==> src/rtl/dmem_arbiter.sv <==
// Round-robin arbiter/sequencer sharing one data memory port between load queue (L) and store buffer (S); optional checks via DMEM_ARB_ALIGN_CHECK_EN.
// Latency: ack two cycles after the sampling edge, one access per 3 cycles; requesters hold req until ack, no other backpressure.
module dmem_arbiter #(
   parameter logic [31:0] BASE_ADDR   = 32'h10010000,
   parameter int          DEPTH_WORDS = 2048
) (
   input  logic        clk,
   input  logic        rst_n,
   input  logic        l_req,
   input  logic [31:0] l_addr,
   input  logic [1:0]  l_size,
   input  logic        l_sign,
   output logic        l_ack,
   output logic [31:0] l_rdata,
   output logic        l_err,
   input  logic        s_req,
   input  logic [31:0] s_addr,
   input  logic [1:0]  s_size,
   input  logic [31:0] s_wdata,
   output logic        s_ack,
   output logic        s_err,
   output logic        mem_ena,
   output logic        mem_wena,
   output logic [1:0]  mem_w_cs,
   output logic [1:0]  mem_r_cs,
   output logic [31:0] mem_addr,
   output logic [31:0] mem_wdata,
   input  logic [31:0] mem_rdata
);

   typedef enum logic [1:0] {
      IDLE = 2'd0,
      ACC  = 2'd1,
      RESP = 2'd2
   } state_t;

   state_t      state_q;
   logic        last_s_q;
   logic        port_s_q;
   logic        sign_q;
   logic        err_q;
   logic        l_ack_q;
   logic        l_err_q;
   logic [31:0] l_rdata_q;
   logic        s_ack_q;
   logic        s_err_q;
   logic        mem_ena_q;
   logic        mem_wena_q;
   logic [1:0]  mem_w_cs_q;
   logic [1:0]  mem_r_cs_q;
   logic [31:0] mem_addr_q;
   logic [31:0] mem_wdata_q;

   logic        gnt_s_d;
   logic [31:0] sel_addr_d;
   logic [1:0]  sel_size_d;
   logic        err_d;
   logic [31:0] ext_d;

   if (DEPTH_WORDS < 1 || BASE_ADDR[1:0] != 2'b00) begin : g_param_chk
      $error("dmem_arbiter: DEPTH_WORDS must be positive and BASE_ADDR word aligned");
   end

   // On a tie the port that did not win last time is served.
   always_comb begin
      gnt_s_d    = s_req && (!l_req || !last_s_q);
      sel_addr_d = gnt_s_d ? s_addr : l_addr;
      sel_size_d = gnt_s_d ? s_size : l_size;
   end

`ifdef DMEM_ARB_ALIGN_CHECK_EN
   localparam logic [32:0] ADDR_END = {1'b0, BASE_ADDR} + 33'(DEPTH_WORDS) * 33'd4;

   always_comb begin
      err_d = 1'b0;
      if (sel_size_d == 2'b00) err_d = 1'b1;
      if (sel_size_d == 2'b01 && sel_addr_d[1:0] != 2'b00) err_d = 1'b1;
      if (sel_size_d == 2'b10 && sel_addr_d[0]) err_d = 1'b1;
      if (sel_addr_d < BASE_ADDR || {1'b0, sel_addr_d} >= ADDR_END) err_d = 1'b1;
   end
`else
   assign err_d = 1'b0;
`endif

   // Memory returns half/byte data zero-filled; only the upper bits need fixing.
   always_comb begin
      ext_d = mem_rdata;
      case (mem_r_cs_q)
         2'b10:   ext_d = {{16{sign_q & mem_rdata[15]}}, mem_rdata[15:0]};
         2'b11:   ext_d = {{24{sign_q & mem_rdata[7]}}, mem_rdata[7:0]};
         default: ext_d = mem_rdata;
      endcase
   end

   always_ff @(posedge clk) begin
      if (!rst_n) begin
         state_q     <= IDLE;
         last_s_q    <= 1'b1;
         port_s_q    <= 1'b0;
         sign_q      <= 1'b0;
         err_q       <= 1'b0;
         l_ack_q     <= 1'b0;
         l_err_q     <= 1'b0;
         l_rdata_q   <= 32'h0;
         s_ack_q     <= 1'b0;
         s_err_q     <= 1'b0;
         mem_ena_q   <= 1'b0;
         mem_wena_q  <= 1'b0;
         mem_w_cs_q  <= 2'b00;
         mem_r_cs_q  <= 2'b00;
         mem_addr_q  <= 32'h0;
         mem_wdata_q <= 32'h0;
      end else begin
         case (state_q)
            IDLE: begin
               if (l_req || s_req) begin
                  state_q     <= ACC;
                  port_s_q    <= gnt_s_d;
                  last_s_q    <= gnt_s_d;
                  sign_q      <= l_sign;
                  err_q       <= err_d;
                  mem_ena_q   <= !err_d;
                  mem_wena_q  <= gnt_s_d && !err_d;
                  mem_w_cs_q  <= (gnt_s_d && !err_d) ? sel_size_d : 2'b00;
                  mem_r_cs_q  <= (!gnt_s_d && !err_d) ? sel_size_d : 2'b00;
                  mem_addr_q  <= err_d ? 32'h0 : sel_addr_d;
                  mem_wdata_q <= (gnt_s_d && !err_d) ? s_wdata : 32'h0;
               end
            end
            ACC: begin
               state_q     <= RESP;
               mem_ena_q   <= 1'b0;
               mem_wena_q  <= 1'b0;
               mem_w_cs_q  <= 2'b00;
               mem_r_cs_q  <= 2'b00;
               mem_addr_q  <= 32'h0;
               mem_wdata_q <= 32'h0;
               if (port_s_q) begin
                  s_ack_q <= 1'b1;
                  s_err_q <= err_q;
               end else begin
                  l_ack_q   <= 1'b1;
                  l_err_q   <= err_q;
                  l_rdata_q <= err_q ? 32'h0 : ext_d;
               end
            end
            RESP: begin
               state_q <= IDLE;
               l_ack_q <= 1'b0;
               l_err_q <= 1'b0;
               s_ack_q <= 1'b0;
               s_err_q <= 1'b0;
            end
            default: state_q <= IDLE;
         endcase
      end
   end

   // Reset gates the memory strobes combinationally so an aborted ACC never writes.
   assign mem_ena   = mem_ena_q & rst_n;
   assign mem_wena  = mem_wena_q & rst_n;
   assign mem_w_cs  = mem_w_cs_q & {2{rst_n}};
   assign mem_r_cs  = mem_r_cs_q & {2{rst_n}};
   assign mem_addr  = mem_addr_q & {32{rst_n}};
   assign mem_wdata = mem_wdata_q & {32{rst_n}};

   assign l_ack   = l_ack_q;
   assign l_err   = l_err_q;
   assign l_rdata = l_rdata_q;
   assign s_ack   = s_ack_q;
   assign s_err   = s_err_q;

endmodule

==> config.mk <==
export PLATFORM = sky130hd
export DESIGN_NAME = dmem_arbiter
export DESIGN_NICKNAME = d
export VERILOG_FILES = /design/src/rtl/dmem_arbiter.sv
export SDC_FILE = /design/constraint.sdc
export NUM_CORES = 1
export LEC_CHECK = 0
export CORE_ASPECT_RATIO = 2
export CORE_MARGIN = 2
export CORE_UTILIZATION = 39
export CTS_CLUSTER_SIZE = 16
export DETAILED_ROUTE_END_ITERATION = 10
export HOLD_SLACK_MARGIN = 0.08
export PLACE_DENSITY_LB_ADDON = 0.3
export SLEW_MARGIN = 20
export SYNTH_ARGS = -nofsm -noshare
export SYNTH_HDL_FRONTEND = slang
export SYNTH_SLANG_ARGS = --single-unit
==> constraint.sdc <==
create_clock -name clk -period 1.75 [get_ports clk]
set_input_delay 0.35 -clock clk [delete_from_list [all_inputs] [get_ports clk]]
set_output_delay 0.35 -clock clk [all_outputs]
set_load 0.1 [all_outputs]
==> impl_metrics.csv <==
group,metric,value,unit
run_status,status,"finished, final reports clean",
clock_network,clk_latency,0.35,ns
min_path,hold_class,"register to register",
setup_path,endpoint,"mem_addr_q[5]",
timing,finClkSkew,0.00874,ns
die,die_area,0.0124,mm2
setup_path,end_kind,"register",
setup_path,worstPathRequired,2.04,ns
route,drt_first_pass_iters,4,
synth,yosysSeqAreaShare,0.487,
setup_path,path_class,"input pin to register",
die,die_h,156,um
power_and_ir_drop,powerDensity,858,mW/mm2
timing,finalCritPeriodShare,0.931,
clock_network,cts_tree,"built",
die,pin_count,243,
clock_network,numCtsBuffers,9,
cells_and_area,final_nets,831,
grt,gr-usage-all-layers,0.243,
setup_path,worst-path-buf-inv,2,
clock_network,holdBufCountCts,0,
grt,grt_pass1_vias,4724,
timing,finalHoldViolCount,0,
grt,grt_first_pass_wirelength,23600,um
clock_network,cts.path.max_buffers,2,
clock_network,h-tree-depth,3,
setup_path,path_cells,"clkdlybuf4s50_1, or3_4, buf_12, a21boi_0, a221o_1",
route,via_per_inst,5.38,
synth,synth_warnings,0,
route,drtIter0Drc,181,
route,vias,4531,
synth,synthArstFlopShare,0,
setup_path,worst_setup_path_start_kind,"input pin",
timing,fmax,0.614,GHz
placed_design,placed_area,0.00823,mm2
timing,rsz0062_at_grt,"false",
die,fp-row-count,55,
synth,synthFlopType,"dfxtp_1",
setup_path,r2r-start,"state_q[0]",
setup_path,cp_max_fo,6,
cells_and_area,drive_above_1_share,0.256,
grt,antenna_found_initial,0,
setup_path,slowest_stage,"clkdlybuf4s50_1",
cells_and_area,area_growth,90.6,%
synth,yosys.cell_types.count,36,
setup_path,cp.depth,5,
clock_network,postCtsResizedCells,0,
timing,slew_viol_final,0,
synth,netlist_area,0.00448,mm2
timing,setup-violations-final,0,
grt,grt_overflow,0,
timing,fin_crit,1.63,ns
synth,avgSynthCellArea,9.73,um2
power_and_ir_drop,p_leak,0.00338,uW
clock_network,root_buffer,"clkbuf_16",
setup_path,cp.arrival,1.92,ns
timing,whs,0.497,ns
route,drcViolationCount,0,
route,postRouteAntennaNets,0,
cells_and_area,fin_cells,842,
clock_network,clkSlewWorstSetupHoldPaths,0.07,ns
placed_design,port_buffers,240,
cells_and_area,design_area,0.00853,mm2
setup_path,cp-startpoint,"l_req",
die,initial_core_util,0.397,
synth,ys_ff_latch,109,
synth,synth_edf_count,0,
clock_network,post_cts_buffers,0,
setup_path,reg2reg_to,"l_rdata[12]",
setup_path,r2r_slack,0.14,ns
die,dieWidth,79.8,um
timing,worst_slack,0.120,ns
power_and_ir_drop,vdd_drop_max,490,uV
grt,grt_max_degree,53,
setup_path,max_stage_delay,0.50,ns
route,drt_wl_total,15400,um
clock_network,clock_sinks,109,
placed_design,pre_cts_slack,-0.229,ns
synth,synthCells,460,
run,cap_violations,0,
placed_design,place_inst,825,
route,wire_per_inst,18.3,um
die,core-area,0.0113,mm2
setup_path,critPathTopFamily,"buffers and inverters",
placed_design,dpl.hpwl,11500,um
placed_design,place.gp.congestion,0.815,
setup_path,reg2regPathDepth,3,
[report_power, final]
group          leakage [uW]  total (uW)  internal, uW  switching (uW)
combinational       0.00233        2470          1030            1450
sequential         0.000893        2780          2670             119
clock              0.000148        2060          1130             935
[layer usage]
layer / global-route usage / up-vias / routed length (um)
li1: - / 2123 / -
met1: 0.245 / 2138 / 5170
met2: 0.445 / 222 / 8430
met3: 0.0532 / 48 / 1010
met4: 0.142 / 0 / 774
met5: 0 / - / 0
[worst reg2reg max path, delay by kind of cell, from the launching register on]
| kind | cells | cell delay [ns] |
|---|---|---|
| flip-flops | 1 | 0.57 |
| AND/OR/NAND/NOR | 1 | 0.45 |
| AO/OA/AOI/OAI | 2 | 0.46 |
[layout make-up]
type / count / area, um2
Timing Repair Buffer: 266 / 3760
Fill cell: 747 / 2750
Sequential cell: 109 / 2180
Multi-Input combinational cell: 306 / 2110
Clock buffer: 10 / 229
Tap cell: 142 / 178
Clock inverter: 6 / 70.1
Inverter: 2 / 7.51
Antenna cell: 1 / 2.50
[flip-flops by register name (all words and copies together) (netlist names)]
| name | count |
|---|---|
| l_rdata | 32 |
| port_s_q | 1 |
| mem_wena_q | 1 |
| last_s_q | 1 |
| s_ack | 1 |
| l_ack | 1 |
| mem_addr_q | 32 |
| mem_r_cs_q | 2 |
| sign_q | 1 |
| mem_wdata_q | 32 |
| mem_ena_q | 1 |
| mem_w_cs_q | 2 |
| state_q | 2 |
[cells in the final DEF, fill, tap and decap left out, types with 2 or more instances in the layout]
cell type        instances
a221o_1                 31
nand2b_1                17
and2_1                  46
buf_12                 114
a21boi_0                30
a31oi_1                 18
clkbuf_16                9
dfxtp_1                109
nand2_1                 28
inv_6                    3
conb_1                   2
clkdlybuf4s50_1        135
inv_1                    2
nor2_1                   3
a21oi_1                 19
a22o_1                  36
and2_2                  24
o21ai_0                 29
a21o_1                   2
nand4_1                  2
buf_4                   16
nand3_1                  3
[cells in the mapped netlist (3+ instances only)]
| cell | instances | share of area |
|---|---|---|
| nand3_1 | 3 | 0.0034 |
| a31oi_1 | 18 | 0.025 |
| a221o_1 | 31 | 0.069 |
| dfxtp_1 | 109 | 0.49 |
| a21boi_0 | 30 | 0.050 |
| and2_1 | 70 | 0.098 |
| nand2b_1 | 17 | 0.024 |
| buf_4 | 7 | 0.012 |
| nor2_1 | 3 | 0.0025 |
| buf_2 | 12 | 0.013 |
| a22o_1 | 36 | 0.070 |
| o21ai_0 | 29 | 0.032 |
| clkbuf_1 | 23 | 0.019 |
| nand2_1 | 28 | 0.023 |
| a21oi_1 | 19 | 0.021 |
[cell families after synthesis]
group / after synthesis / synth area share
DFF: 109 / 0.487
AOI/OAI and AO/OA: 169 / 0.284
buffers and inverters: 46 / 0.0511
other: 1 / 0.000837
and+or+nand+nor: 134 / 0.174
muxes: 1 / 0.00251
[metrics by stage]
step / util / setup TNS (ns) / power [uW]
6_report: 0.756 / 0 / 7320
2_1_floorplan: - / 0 / 4200
4_1_cts: 0.756 / 0 / 7380
3_5_place_dp: 0.729 / -7.83 / 5310
3_3_place_gp: 0.729 / -4.19 / 5260
5_1_grt: 0.756 / 0 / 7580
[how the worst min path moves through the flow]
| stage | from | end | slack [ns] | depth (start not counted) |
|---|---|---|---|---|
| floorplan | mem_addr_q[25] | mem_addr_q[25] | 0.46 | 2 |
| detailed placement | l_rdata[3] | l_rdata[3] | 0.49 | 2 |
| CTS | rst_n | l_rdata[21] | 0.48 | 4 |
| global placement | mem_addr_q[25] | mem_addr_q[25] | 0.47 | 2 |
| finish | l_rdata[3] | l_rdata[3] | 0.50 | 2 |
| global route | rst_n | l_rdata[9] | 0.51 | 4 |
(Power assumes the default switching activity.)
